==> src/rtl/val2_shift_sequencer_pkg.sv <==
// Shared encodings and default widths for the sequential Val2 shifter.
package val2_shift_sequencer_pkg;

    localparam int DEF_DATA_W = 32;
    localparam int DEF_CNT_W  = 5;

    localparam logic [1:0] SH_LSL = 2'b00;
    localparam logic [1:0] SH_LSR = 2'b01;
    localparam logic [1:0] SH_ASR = 2'b10;
    localparam logic [1:0] SH_ROR = 2'b11;

    localparam logic [1:0] ST_IDLE  = 2'd0;
    localparam logic [1:0] ST_SHIFT = 2'd1;
    localparam logic [1:0] ST_DONE  = 2'd2;

endpackage

==> src/rtl/val2_shift_step.sv <==
// One-bit shift/rotate step: returns d moved by a single position for the given op.
module val2_shift_step
    import val2_shift_sequencer_pkg::*;
#(
    parameter int DATA_W = DEF_DATA_W
) (
    input  logic [1:0]        op,
    input  logic [DATA_W-1:0] d,
    output logic [DATA_W-1:0] q
);

    always_comb begin
        q = d;
        case (op)
            SH_LSL:  q = {d[DATA_W-2:0], 1'b0};
            SH_LSR:  q = {1'b0, d[DATA_W-1:1]};
            SH_ASR:  q = {d[DATA_W-1], d[DATA_W-1:1]};
            SH_ROR:  q = {d[0], d[DATA_W-1:1]};
            default: q = d;
        endcase
    end

endmodule

==> src/rtl/val2_shift_sequencer.sv <==
// Multi-cycle Val2 generator: decodes the shifter operand, then shifts one bit per
// cycle while stalling the pipeline; the result is presented for one DONE cycle.
module val2_shift_sequencer
    import val2_shift_sequencer_pkg::*;
#(
    parameter int DATA_W = DEF_DATA_W,
    parameter int CNT_W  = DEF_CNT_W
) (
    input  logic              clk,
    input  logic              rst_n,
    input  logic              start,
    input  logic              flush,
    input  logic [11:0]       shifter_operand,
    input  logic              imm,
    input  logic              is_for_memory,
    input  logic [DATA_W-1:0] val_Rm,
    output logic [DATA_W-1:0] val2_out,
    output logic              done,
    output logic              busy,
    output logic              stall
);

    logic [1:0]        state;
    logic [CNT_W-1:0]  cnt;
    logic [1:0]        op_q;
    logic [DATA_W-1:0] data_q;
    logic [DATA_W-1:0] step_q;

    logic [1:0]        dec_op;
    logic [CNT_W-1:0]  dec_n;
    logic [DATA_W-1:0] dec_data;
    logic              accept;

    // Memory-offset form wins over immediate form, which wins over register form.
    always_comb begin
        dec_op   = SH_LSL;
        dec_n    = '0;
        dec_data = DATA_W'(shifter_operand);
        if (is_for_memory) begin
            dec_op   = SH_LSL;
            dec_n    = '0;
            dec_data = DATA_W'(shifter_operand);
        end else if (imm) begin
            dec_op   = SH_ROR;
            dec_n    = CNT_W'({shifter_operand[11:8], 1'b0});
            dec_data = DATA_W'(shifter_operand[7:0]);
        end else begin
            dec_op   = shifter_operand[6:5];
            dec_n    = CNT_W'(shifter_operand[11:7]);
            dec_data = val_Rm;
        end
    end

    assign accept = (state == ST_IDLE) && start && !flush;

    val2_shift_step #(.DATA_W(DATA_W)) u_step (
        .op (op_q),
        .d  (data_q),
        .q  (step_q)
    );

    // val2_out is loaded on the edge into DONE so it is valid during the DONE cycle.
    always_ff @(posedge clk or negedge rst_n) begin
        if (!rst_n) begin
            state    <= ST_IDLE;
            cnt      <= '0;
            op_q     <= SH_LSL;
            data_q   <= '0;
            val2_out <= '0;
        end else if (flush) begin
            state <= ST_IDLE;
            cnt   <= '0;
        end else begin
            case (state)
                ST_IDLE: begin
                    if (start) begin
                        op_q   <= dec_op;
                        data_q <= dec_data;
                        if (dec_n == '0) begin
                            state    <= ST_DONE;
                            cnt      <= '0;
                            val2_out <= dec_data;
                        end else begin
                            state <= ST_SHIFT;
                            cnt   <= dec_n;
                        end
                    end
                end
                ST_SHIFT: begin
                    data_q <= step_q;
                    cnt    <= cnt - 1'b1;
                    if (cnt == CNT_W'(1)) begin
                        state    <= ST_DONE;
                        val2_out <= step_q;
                    end
                end
                ST_DONE:  state <= ST_IDLE;
                default:  state <= ST_IDLE;
            endcase
        end
    end

    assign done  = (state == ST_DONE) && !flush;
    assign busy  = (state != ST_IDLE);
    assign stall = accept || (state == ST_SHIFT);

endmodule

==> config.mk <==
export PLATFORM = sky130hd
export DESIGN_NAME = val2_shift_sequencer
export DESIGN_NICKNAME = d
export VERILOG_FILES = /design/src/rtl/val2_shift_sequencer_pkg.sv /design/src/rtl/val2_shift_step.sv /design/src/rtl/val2_shift_sequencer.sv
export SDC_FILE = /design/constraint.sdc
export NUM_CORES = 1
export LEC_CHECK = 0
export BUFFER_PORTS_ARGS = -buffer_cell sky130_fd_sc_hd__clkbuf_2
export CORE_ASPECT_RATIO = 1.2
export CORE_MARGIN = 2
export CORE_UTILIZATION = 35
export DETAILED_ROUTE_END_ITERATION = 8
export PLACE_DENSITY = 0.65
export SLEW_MARGIN = 5
export SYNTH_ARGS = -nofsm -noshare
export SYNTH_HDL_FRONTEND = slang
export SYNTH_SLANG_ARGS = --single-unit
==> constraint.sdc <==
create_clock -name clk -period 5.2 [get_ports clk]
set_input_delay 0 -clock clk [delete_from_list [all_inputs] [get_ports clk]]
set_output_delay 0 -clock clk [all_outputs]
set_load 0.03 [all_outputs]
# After elaboration in Yosys (flattened, before gate mapping)
# Cells that the tools add are included.
# word_totals
ram_bits	0
regBits	73
romBits	0
input_bits	50
word_cells	56
output_inout_bits	35
memories	0
latch_bits	0
# op_classes
n_addsub	1
bitwise_logic	1
n_div	0
eq_ne	11
n_lt_le_gt_ge	0
multipliers	0
n_mux	22
shift	0
reduce_logical	16
# ops
op	count
32-bit two-way mux	6
32-bit case mux with 2 select lines	2
32-bit case mux with 4 select lines	1
5-bit two-way mux	4
2-bit two-way mux	6
5-bit case mux with 2 select lines	1
2-bit == test (second input constant)	3
3-bit != test (second input constant)	2
3-bit AND reduction	2
5-bit by 1-bit == test with 1-bit output (second input constant)	1
5-bit zero test	1
5-bit AND reduction	1
5-bit by 1-bit subtractor with 5-bit output (second input constant)	1
2-bit by 1-bit == test with 1-bit output (second input constant)	2
2-bit zero test	2
2-bit != test (second input constant)	2
2-bit case mux with 2 select lines	1
2-bit AND reduction	2
2-bit nonzero test	2
1-bit logical AND	3
3-bit nonzero test	1
2-bit by 1-bit != test with 1-bit output (second input constant)	1
1-bit zero test	1
1-bit logical OR	1
2 further kinds	2

# Depth between registers and ports, before layout
# Gate-level depths: netlist (run 1).
# depth
word_depth	7
mapped_depth	7
mapped_depth_nobuf	6

# Cells and area by module
# A second synthesis (run 1) with hierarchy kept.
# hier_totals
cells_unflattened	323
hier_area_um2	3983.8
# modules_own_cells
module	seq_area_each_um2	n_inst	area_per_inst_um2	cells_per_inst
val2_shift_sequencer	1826.8	1	3465.8	285
val2_shift_step	0.0	1	518.0	38

# Worst setup path after synthesis (run 1)
# OpenSTA, ideal clock, no wires.
# synth_path
path_kind	register to register
from	register cnt[1]
to	register val2_out[0]
setup_ps	125
required_time_ps	5075
path_buffers	1
path_stages_with_launch	8
arrival_ps	1648
path_slack_ps	3427
period_less_slack_ps	1773
cell_sequence	dfrtp_1 inv_1 ha_1 inv_1 o41ai_4 nand3b_4 buf_6 mux2_4
# synth_via
elab_chain_len	3
# synth_lines
element	line_no	source
start: declaration	val2_shift_sequencer.sv:24	logic [CNT_W-1:0] cnt;
start signal: assignment	val2_shift_sequencer.sv:85	cnt <= dec_n;
start signal: assignment	val2_shift_sequencer.sv:91	cnt <= cnt - 1'b1;
5-bit by 1-bit == test with 1-bit output	val2_shift_sequencer.sv:92	if (cnt == CNT_W'(1)) begin
2-bit != test (no line)	n/a	
5-bit AND reduction (no line)	n/a	
end signal: assignment	val2_shift_sequencer.sv:82	val2_out <= dec_data;
end signal: assignment	val2_shift_sequencer.sv:94	val2_out <= step_q;
end: declaration	val2_shift_sequencer.sv:17	output logic [DATA_W-1:0] val2_out,
# Every way passes these cells.
# A chain may end at the register's enable or synchronous reset.

# Worst setup path in the final report (run 1)
# layout_path
from	register state[1]
to	register val2_out[2]
# layout_via
elab_chain_len	3
word_cells_on_any_way	8
cone_classes	eq/ne (4); mux (1); reduce/logical (3)
# layout_lines
element	line_no	source
start: declaration	val2_shift_sequencer.sv:23	logic [1:0] state;
start signal: assignment	val2_shift_sequencer.sv:65	state <= ST_IDLE;
start signal: assignment	val2_shift_sequencer.sv:71	state <= ST_IDLE;
start signal: assignment	val2_shift_sequencer.sv:80	state <= ST_DONE;
2-bit by 1-bit == test with 1-bit output or 2-bit zero test (tied branches)	val2_shift_sequencer.sv:74	case (state)
2-bit != test (no line) (tied with other cells)	n/a	
5-bit AND reduction (no line)	n/a	
# Several ways; a longest one is shown, not always the timed one.

==> results of run 1 <==
==> cells in the mapped netlist (2+ instances only) <==
cell | instances | area share (%)
o2bb2ai_1 | 20 | 4.5
a311oi_1 | 2 | 0.45
dfrtp_1 | 73 | 47
nor2_1 | 9 | 0.87
mux2i_1 | 46 | 12
nand2_1 | 5 | 0.48
inv_1 | 8 | 0.77
mux2_2 | 35 | 10
a21oi_1 | 11 | 1.4
nor3_1 | 2 | 0.26
mux2_4 | 29 | 11
nand2b_1 | 3 | 0.48
buf_6 | 5 | 1.4
buf_2 | 12 | 1.5
o21ai_0 | 3 | 0.39
ha_1 | 2 | 0.64
a221oi_1 | 5 | 1.1
o31ai_1 | 2 | 0.39
a211oi_1 | 5 | 0.97
==> stage by stage <==
step	utilization, %	power, mW	area, um2	worst slack, ps
global placement	40.1	1.52	4390	2440
detailed placement	40.1	1.54	4390	2350
finish	42.9	2.10	4680	2380
global route	42.9	2.21	4680	2210
CTS	42.9	2.12	4680	2330
floorplan	-	1.33	3890	3430
==> worst max-delay path by stage <==
| stage | startpoint | end | depth (start not counted) |
|---|---|---|---|
| 2_1_floorplan | cnt[1] | val2_out[0] | 7 |
| 3_3_place_gp | state[1] | val2_out[25] | 4 |
| 3_5_place_dp | state[1] | val2_out[10] | 4 |
| 4_1_cts | state[1] | val2_out[8] | 4 |
| 5_1_grt | state[1] | val2_out[16] | 4 |
| 6_report | state[1] | val2_out[2] | 4 |
==> per-layer routing <==
layer / track usage [%] / routed length [um]
met1: 19.7 / 3970
met2: 24.8 / 4350
met3: 3.64 / 361
met4: 5.22 / 183
met5: 0 / 0
==> registers in the layout, summed over array words and instances (netlist names) <==
signal,cells
val2_out,32
state,2
op_q,2
cnt,5
data_q,32
==> cell families after synthesis <==
family                     count (synthesis)
and+or+nand+nor                           29
muxes                                    110
adders and majority gates                  2
DFF                                       73
AOI/OAI and AO/OA                         52
buffers and inverters                     27
==> worst max-delay path: cells and delay by family (launching register included) <==
family	cells	cell delay (ps)
AND/OR/NAND/NOR	2	1480
multiplexers	1	510
flip-flops	1	420
AO/OA/AOI/OAI	1	280
==> power by group through the flow <==
stage               Clock, mW  Sequential, mW  Combinational (mW)
detailed placement          0           0.829               0.709
CTS                     0.588           0.824               0.710
global route            0.618           0.842               0.754
global placement            0           0.831               0.692
finish                  0.572           0.821               0.702
floorplan                   0           0.949               0.385
==> cell type report <==
| cell class | instances | area, um2 | share of cell area (%) |
|---|---|---|---|
| Multi-Input combinational cell | 193 | 1910 | 40.8 |
| Sequential cell | 73 | 1830 | 39.0 |
| Timing Repair Buffer | 90 | 470 | 10.0 |
| Clock buffer | 9 | 225 | 4.81 |
| Tap cell | 132 | 165 | 3.53 |
| Clock inverter | 7 | 53.8 | 1.15 |
| Inverter | 8 | 30.0 | 0.641 |
==> timing repair <==
action	CTS	global route
endpoints found under the hold margin	75	0
resized for setup	0	0
hold buffers	2	0
==> placed cells by master, fill, tap and decap left out, types with 2 or more instances in the layout <==
cell            n
clkbuf_2       83
dfrtp_1        73
mux2i_1        46
mux2_2         35
mux2_4         29
o2bb2ai_1      20
a21oi_1        11
clkbuf_16       9
inv_1           8
nor2_1          8
nand2_1         5
a221oi_1        5
a211oi_1        5
buf_4           4
nand2b_1        3
o21ai_0         3
clkinvlp_4      3
nor2_4          2
nor3_1          2
o31ai_1         2
a311oi_1        2
ha_1            2
inv_6           2
dlygate4sd3_1   2
==> run_results.csv, run 1 <==
group,metric,value,unit
floorplan,start_util,35.6,%
floorplan,core_area,0.0109,mm2
grt,grt_use_total,15.2,%
finish,fillCellCount,1055,
yosys,synth_xor_area_share,0,%
clock_network,cts.sinks,73,
worst_setup_path,max_stage_delay,780,ps
worst_setup_path,endpoint_kind,"register",
yosys,synth-compound-area-share,10.7,%
detailed_routing,via_per_inst,5.18,
clock_network,clock_latency,330,ps
worst_setup_path,crit_path_start_kind,"register",
worst_setup_path,crit_type,"reg -> reg",
power_and_ir_drop,power.net_switching,0.743,mW
sta,worst_clock_skew,6.28,ps
yosys,ys.flop_type,"dfrtp_1",
detailed_routing,wl_per_cell,17.3,um
finish,drive_above_1_share,46.3,%
sta,setup_viol,0,
floorplan,ioPinCount,85,
clock_network,clkTransAtPathRegs,60,ps
detailed_routing,drtAntennaViolNets,0,
yosys,synth_edf_count,0,
power_and_ir_drop,p_per_area,447,mW/mm2
sta,worstMarginPinSlew,1130,ps
sta,drv_slew,0,
clock_network,numCtsBuffers,9,
placement,dp.cells,494,
sta,finalSetupTns,0,ps
sta,relSlewSlack,24.4,%
floorplan,die_width,100,um
finish,n_antenna_cell,0,
worst_setup_path,crit_path_max_fanout,33,
detailed_routing,drtIter0Drc,143,
placement,gp_congestion,0.775,
worst_hold_path,worstHoldStart,"shifter_operand[5]",
sta,fin_crit,2820,ps
clock_network,clockBufferDepth,2,
detailed_routing,totalWireLength,8860,um
sta,hold_viol,0,
grt,overflow,0,
finish,area_delta_synth_final,20.5,%
yosys,ys_ff_latch,73,
yosys,syn_area,0.00389,mm2
clock_network,cts_tree,"built",
worst_setup_path,cp.required,5410,ps
detailed_routing,drc,0,
detailed_routing,drt_pass1_iterations,4,
yosys,synth_fa_ha_area_share,0.644,%
yosys,syn_avg_cell_area,13.3,um2
power_and_ir_drop,seq_power_share,39.2,%
clock_network,cts_root_buffer,"clkbuf_16",
power_and_ir_drop,p_clk_share,27.3,%
worst_setup_path,crit_chain,"o21bai_2, nor2_4, nand3b_4, mux2_4",
worst_setup_path,crit_path_top_delay_cell,"nor2_4",
grt,grt_pass1_wl,14300,um
power_and_ir_drop,leakage,2.36,nW
floorplan,die_h,119,um
grt,antenna_found_initial,0,
yosys,synth_seq_area_share,47.0,%
sta,fmax,355,MHz
grt,grt_pass1_vias,2807,
yosys,synth.distinct_cells,35,
worst_setup_path,regToRegEndpoint,"val2_out[2]",
clock_network,h-tree-depth,3,
power_and_ir_drop,p_sw_share,35.5,%
power_and_ir_drop,internal_power,1.35,mW
worst_setup_path,reg2reg_setup_slack,2380,ps
clock_network,post_cts_buffers,0,
yosys,ys_warn_count,0,
placement,hpwl,6210,um
worst_setup_path,worstReg2RegStart,"state[1]",
power_and_ir_drop,combinationalPowerShare,33.5,%
floorplan,num_rows,42,
worst_hold_path,hold_path.class,"in -> reg",
yosys,async_flop_share,100,%
finish,fin_cells,512,
sta,finalCritPeriodShare,54.2,%
power_and_ir_drop,ir_drop,0.160,mV
sta,whs,28.0,ps
run_status,status,"finished clean",
sta,grt_setup_unrepaired,"false",
finish,nNetsFinal,427,
worst_setup_path,arrival,3030,ps
yosys,synth-simple-area-share,4.51,%
detailed_routing,vias,2652,
yosys,syn-instance-count,293,
grt,grt_max_degree,74,
worst_hold_path,hold_path_end,"op_q[0]",
yosys,synth_top_family_by_area,"multiplexers",
worst_setup_path,reg2reg_depth,4,
worst_hold_path,hold_path_depth,3,
floorplan,dieArea,0.0120,mm2
yosys,muxShareOfSynthArea,33.2,%
placement,portBuffers,84,
run,drv_cap,0,
yosys,syn_nets,345,
No activity file was read; power rests on OpenSTA's default activity.
==> inputs of run 2 (changes only) <==
--- a/config.mk
+++ b/config.mk
@@ -10,7 +10,7 @@
 export CORE_MARGIN = 2
 export CORE_UTILIZATION = 35
 export DETAILED_ROUTE_END_ITERATION = 8
-export PLACE_DENSITY = 0.65
+export PLACE_DENSITY = 0.67
 export SLEW_MARGIN = 5
 export SYNTH_ARGS = -nofsm -noshare
 export SYNTH_HDL_FRONTEND = slang
==> constraint.sdc (replaced) <==
create_clock -name clk -period 2.4 [get_ports clk]
set_input_delay 0 -clock clk [delete_from_list [all_inputs] [get_ports clk]]
set_output_delay 0 -clock clk [all_outputs]
set_load 0.03 [all_outputs]
==> run 2 against run 1 <==
Against the previous run: cell area rose by 2.8%; largest cell class unchanged; hold slack got worse by 9.0 ps; via count rose by 2.8%; clock skew fell by 1.5 ps; clock power rose to 2.6 times the previous value; non-clock buffer count rose by 7; maximum frequency rose by 36%; critical endpoint is now val2_out[6]; critical path depth rose by 3; power rose by 130%; sequential share of layout area fell by 1.1 points; global-route usage rose by 0.94 points.
==> run_results.csv, run 2 (synthesis gave the netlist of run 1 again) <==
group,metric,value,unit
worst_setup_path,crit_top_cell,"inv_1",
worst_setup_path,reg2reg_setup_slack,320,ps
finish,drive_above_1_share,47.0,%
worst_setup_path,crit_type,"reg -> reg",
power_and_ir_drop,leakage,2.44,nW
detailed_routing,drc,0,
worst_setup_path,cp.required,2610,ps
sta,finalSetupTns,0,ps
grt,grt_pass1_vias,2848,
finish,nNetsFinal,434,
finish,n_antenna_cell,0,
worst_setup_path,crit_chain,"inv_1, ha_1, inv_1, o41ai_4, nand3b_4, buf_12, mux2_4",
floorplan,dieArea,0.0120,mm2
power_and_ir_drop,total_power,4.81,mW
clock_network,post_cts_buffers,0,
grt,grt_pass1_wl,14900,um
placement,hpwl,6690,um
worst_setup_path,reg2reg_depth,7,
grt,overflow,0,
sta,fmax,482,MHz
sta,fin_crit,2080,ps
placement,portBuffers,84,
worst_hold_path,hold_path.class,"in -> reg",
clock_network,cts_tree,"built",
clock_network,clockBufferDepth,2,
run_status,status,"finished clean",
finish,area_delta_synth_final,24.0,%
worst_setup_path,crit_family,"buffers and inverters",
power_and_ir_drop,p_per_area,998,mW/mm2
worst_setup_path,regToRegEndpoint,"val2_out[6]",
clock_network,clock_latency,330,ps
sta,drv_slew,0,
sta,grt_setup_unrepaired,"false",
worst_setup_path,endpoint_kind,"register",
worst_setup_path,crit_path_start_kind,"register",
floorplan,ioPinCount,85,
worst_setup_path,crit_buf_inv,3,
placement,gp_congestion,0.808,
detailed_routing,drtIter0Drc,120,
worst_setup_path,crit_path_start,"cnt[1]",
run,drv_cap,0,
grt,grt_max_degree,74,
worst_setup_path,crit_cells,7,
sta,setup_viol,0,
clock_network,cts.sinks,73,
floorplan,core_area,0.0109,mm2
detailed_routing,via_per_inst,5.25,
sta,finalCritPeriodShare,86.5,%
sta,relSlewSlack,38.5,%
worst_setup_path,crit_path_end,"val2_out[6]",
sta,hold_viol,0,
worst_setup_path,max_stage_delay,420,ps
worst_setup_path,crit_path_top_delay_cell,"o41ai_4",
sta,worst_clock_skew,4.78,ps
clock_network,h-tree-depth,3,
power_and_ir_drop,ir_drop,0.426,mV
finish,final_cell_mix,"clkbuf_2, dfrtp_1, mux2i_1",
grt,antenna_found_initial,0,
finish,fin_util,44.1,%
sta,worstMarginPinSlew,922,ps
detailed_routing,drtAntennaViolNets,0,
floorplan,num_rows,42,
detailed_routing,vias,2725,
floorplan,die_width,100,um
clock_network,cts_root_buffer,"clkbuf_16",
worst_setup_path,crit_path_max_fanout,12,
detailed_routing,wl_per_cell,18.0,um
finish,final_common_cell,"clkbuf_2",
detailed_routing,totalWireLength,9350,um
worst_hold_path,worstHoldStart,"shifter_operand[6]",
floorplan,die_h,119,um
finish,largestRegisters,"data_q (32), val2_out (32), cnt (5)",
worst_setup_path,worstReg2RegStart,"cnt[1]",
clock_network,clkTransAtPathRegs,60,ps
worst_setup_path,arrival,2290,ps
floorplan,start_util,35.6,%
grt,grt_use_total,16.2,%
clock_network,numCtsBuffers,9,
detailed_routing,drt_pass1_iterations,4,
-- run 2: changes by cell type in the layout (fill, tap and decap cells not counted) --
cell | previous run | this run
buf_4 | 4 | 9
buf_2 | 1 | 0
dlygate4sd3_1 | 2 | 3
bufinv_16 | 0 | 2
clkinvlp_4 | 3 | 1
clkbuf_8 | 0 | 1
inv_6 | 2 | 1
buf_12 | 0 | 2
-- run 2: layer usage --
metal,global-route usage [%],routed length [um],vias to the layer above
met2,27.6,4820,79
met4,5.39,176,0
li1,-,-,1277
met1,20.0,3980,1357
met3,3.58,385,12
met5,0,0,-
-- run 2: tightest hold or removal path, delay by kind of cell --
kind	cells	cell delay (ps)
AOI/OAI and AO/OA	1	80
buffers and inverters	1	90
and+or+nand+nor	1	130
-- run 2: repair_timing --
action                                 CTS  global route
endpoints found under the hold margin   76             0
resized for setup                        0             0
hold buffers                             3             0
-- run 2: where the power goes --
part	internal, mW	switching (mW)
sequential	1.54	0.256
combinational	0.705	0.851
clock	0.941	0.518
total	3.19	1.62
-- run 2: through the flow --
stage | instances | cell area, um2 | hold slack (ps) | setup slack (ps)
after global routing | 519 | 4820 | 46.3 | 223
after CTS | 519 | 4820 | 6.62 | 300
after detailed placement | 500 | 4460 | 195 | 313
after floorplan | 293 | 3890 | -296 | 627
after global placement | 500 | 4460 | 185 | 354
final | 519 | 4820 | 18.9 | 324
-- run 2: worst min path at each step --
stage,end,cells after the start
finish,op_q[1],3
global route,val2_out[21],3
CTS,op_q[1],3
detailed placement,val2_out[23],1
global placement,val2_out[23],1
floorplan,cnt[0],0
-- run 2: cell type report --
class	count	area (um2)
flip-flops and latches	73	1830
repair buffers	97	553
fillers	998	6110
clock inverters	6	90.1
well taps	132	165
multi-input cells	193	1910
inverters	8	30.0
clock buffers	10	239
==> inputs of run 3 (changes only) <==
--- a/config.mk
+++ b/config.mk
@@ -7,7 +7,7 @@
 export LEC_CHECK = 0
 export BUFFER_PORTS_ARGS = -buffer_cell sky130_fd_sc_hd__clkbuf_2
 export CORE_ASPECT_RATIO = 1.2
-export CORE_MARGIN = 2
+export CORE_MARGIN = 4
 export CORE_UTILIZATION = 35
 export DETAILED_ROUTE_END_ITERATION = 8
 export PLACE_DENSITY = 0.67
==> run 3 against run 2 <==
Against the previous run: highest routed layer unchanged; sequential power is essentially flat; hold slack better by 8.3 ps; final cell count down 0.58%; clock-buffer cell count fell by 1.
==> run_results.csv, run 3 (synthesis gave the netlist of run 1 again) <==
group,metric,value,unit
floorplan,die_h,123,um
sta,worst_slack,496,ps
worst_setup_path,crit_path_start_kind,"register",
worst_hold_path,hold_path.class,"in -> reg",
power_and_ir_drop,leakage,2.41,nW
finish,fin_util,44.7,%
power_and_ir_drop,p_per_area,972,mW/mm2
sta,drv_slew,0,
sta,grt_setup_unrepaired,"false",
clock_network,cts_tree,"built",
clock_network,h-tree-depth,3,
finish,final_common_cell,"clkbuf_2",
grt,grt_pass1_wl,14600,um
sta,relSlewSlack,38.6,%
detailed_routing,vias,2734,
finish,nNetsFinal,434,
floorplan,num_rows,41,
clock_network,clock_latency,330,ps
detailed_routing,drtIter0Drc,174,
finish,area_delta_synth_final,22.6,%
finish,final_cell_mix,"clkbuf_2, dfrtp_1, mux2i_1",
worst_setup_path,crit_path_start,"cnt[1]",
floorplan,dieArea,0.0129,mm2
worst_setup_path,arrival,2120,ps
finish,fillCellCount,996,
floorplan,die_width,104,um
power_and_ir_drop,p_clk_share,28.4,%
clock_network,clkTransAtPathRegs,60,ps
worst_setup_path,crit_path_max_fanout,33,
worst_setup_path,crit_type,"reg -> reg",
clock_network,cts_root_buffer,"clkbuf_16",
placement,dp_slack,509,ps
sta,hold_viol,0,
finish,drive_above_1_share,47.0,%
sta,fmax,525,MHz
clock_network,numCtsBuffers,9,
finish,largestRegisters,"data_q (32), val2_out (32), cnt (5)",
floorplan,start_util,36.4,%
detailed_routing,drt_pass1_iterations,4,
detailed_routing,drc,0,
clock_network,clockBufferDepth,2,
sta,worstMarginPinSlew,922,ps
detailed_routing,totalWireLength,8930,um
sta,finalCritPeriodShare,79.3,%
floorplan,ioPinCount,85,
power_and_ir_drop,combinationalPowerShare,33.2,%
floorplan,core_area,0.0107,mm2
clock_network,cts.sinks,73,
sta,fin_crit,1900,ps
detailed_routing,via_per_inst,5.30,
power_and_ir_drop,seq_power_share,38.4,%
run,drv_cap,0,
placement,hpwl,6460,um
worst_setup_path,endpoint_kind,"register",
sta,finalSetupTns,0,ps
power_and_ir_drop,p_sw_share,34.4,%
grt,grt_use_total,14.4,%
placement,dp.cells,497,
run_status,status,"finished clean",
worst_hold_path,worstHoldStart,"shifter_operand[5]",
sta,setup_viol,0,
sta,worst_clock_skew,9.73,ps
grt,antenna_found_initial,0,
power_and_ir_drop,internal_power,3.04,mW
placement,gp_congestion,0.816,
worst_setup_path,cp.required,2610,ps
grt,overflow,0,
finish,n_antenna_cell,0,
detailed_routing,drtAntennaViolNets,0,
clock_network,cts_resized,0,
finish,fin_cells,516,
placement,portBuffers,84,
power_and_ir_drop,ir_drop,0.370,mV
worst_setup_path,worstReg2RegStart,"cnt[1]",
grt,grt_max_degree,74,
grt,grt_pass1_vias,2882,
detailed_routing,wl_per_cell,17.3,um
power_and_ir_drop,power.net_switching,1.59,mW
[run 3: cell count changes in the layout (fill, tap and decap cells not counted)]
cell | before | now
bufinv_16 | 2 | 1
clkbuf_8 | 1 | 0
buf_2 | 0 | 1
buf_12 | 2 | 1
clkinv_2 | 1 | 2
clkinvlp_4 | 1 | 3
inv_6 | 1 | 0
[run 3: path summary, 6_finish.rpt]
check / endpoint / slack, ps / depth (start not counted)
max in group asynchronous: data_q[16] / 1370 / 3
min: op_q[0] / 30 / 3
max: val2_out[2] / 500 / 7
min in group asynchronous: val2_out[24] / 420 / 3
max reg2reg: val2_out[2] / 500 / 7
min reg2reg: val2_out[16] / 510 / 1
[run 3: final cells by class]
type | count | area, um2 | area share [%]
clock buffers | 9 | 225 | 4.73
well taps | 129 | 161 | 3.39
clock inverters | 7 | 71.3 | 1.50
multi-input cells | 193 | 1910 | 40.1
flip-flops and latches | 73 | 1830 | 38.3
inverters | 8 | 30.0 | 0.630
repair buffers | 97 | 538 | 11.3
[run 3: timing repair]
action                    4_1_cts  5_1_grt
hold buffers                    3        0
hold endpoints to repair       78        0
buffers inserted                0        0
[run 3: power by group through the flow]
stage | Combinational (mW) | Clock [mW] | Sequential [mW]
floorplan | 0.834 | 0 | 2.06
global placement | 1.52 | 0 | 1.80
detailed placement | 1.55 | 0 | 1.80
CTS | 1.56 | 1.34 | 1.78
global route | 1.65 | 1.41 | 1.83
finish | 1.54 | 1.32 | 1.78
[run 3: critical path, cell delays in order, from the launching register on]
cell	delay, ps
dfrtp_1	370
inv_1	110
ha_1	150
inv_1	60
o41ai_4	430
nand3b_4	120
buf_12	220
mux2_4	320
[run 3: per-stage QoR]
step	hold slack (ps)	power [mW]	cell area, um2
after CTS	3.54	4.68	4770
after global routing	51.0	4.89	4770
after global placement	271	3.32	4440
after detailed placement	289	3.35	4440
final	27.2	4.63	4770
after floorplan	-296	2.89	3890
[run 3: layer usage]
metal / global-route usage (%) / part of all wire, % / up-vias
li1: - / - / 1290
met1: 18.0 / 45 / 1353
met2: 24.5 / 49 / 81
met3: 2.77 / 4.5 / 10
met4: 6.40 / 1.7 / 0
met5: 0 / 0 / -
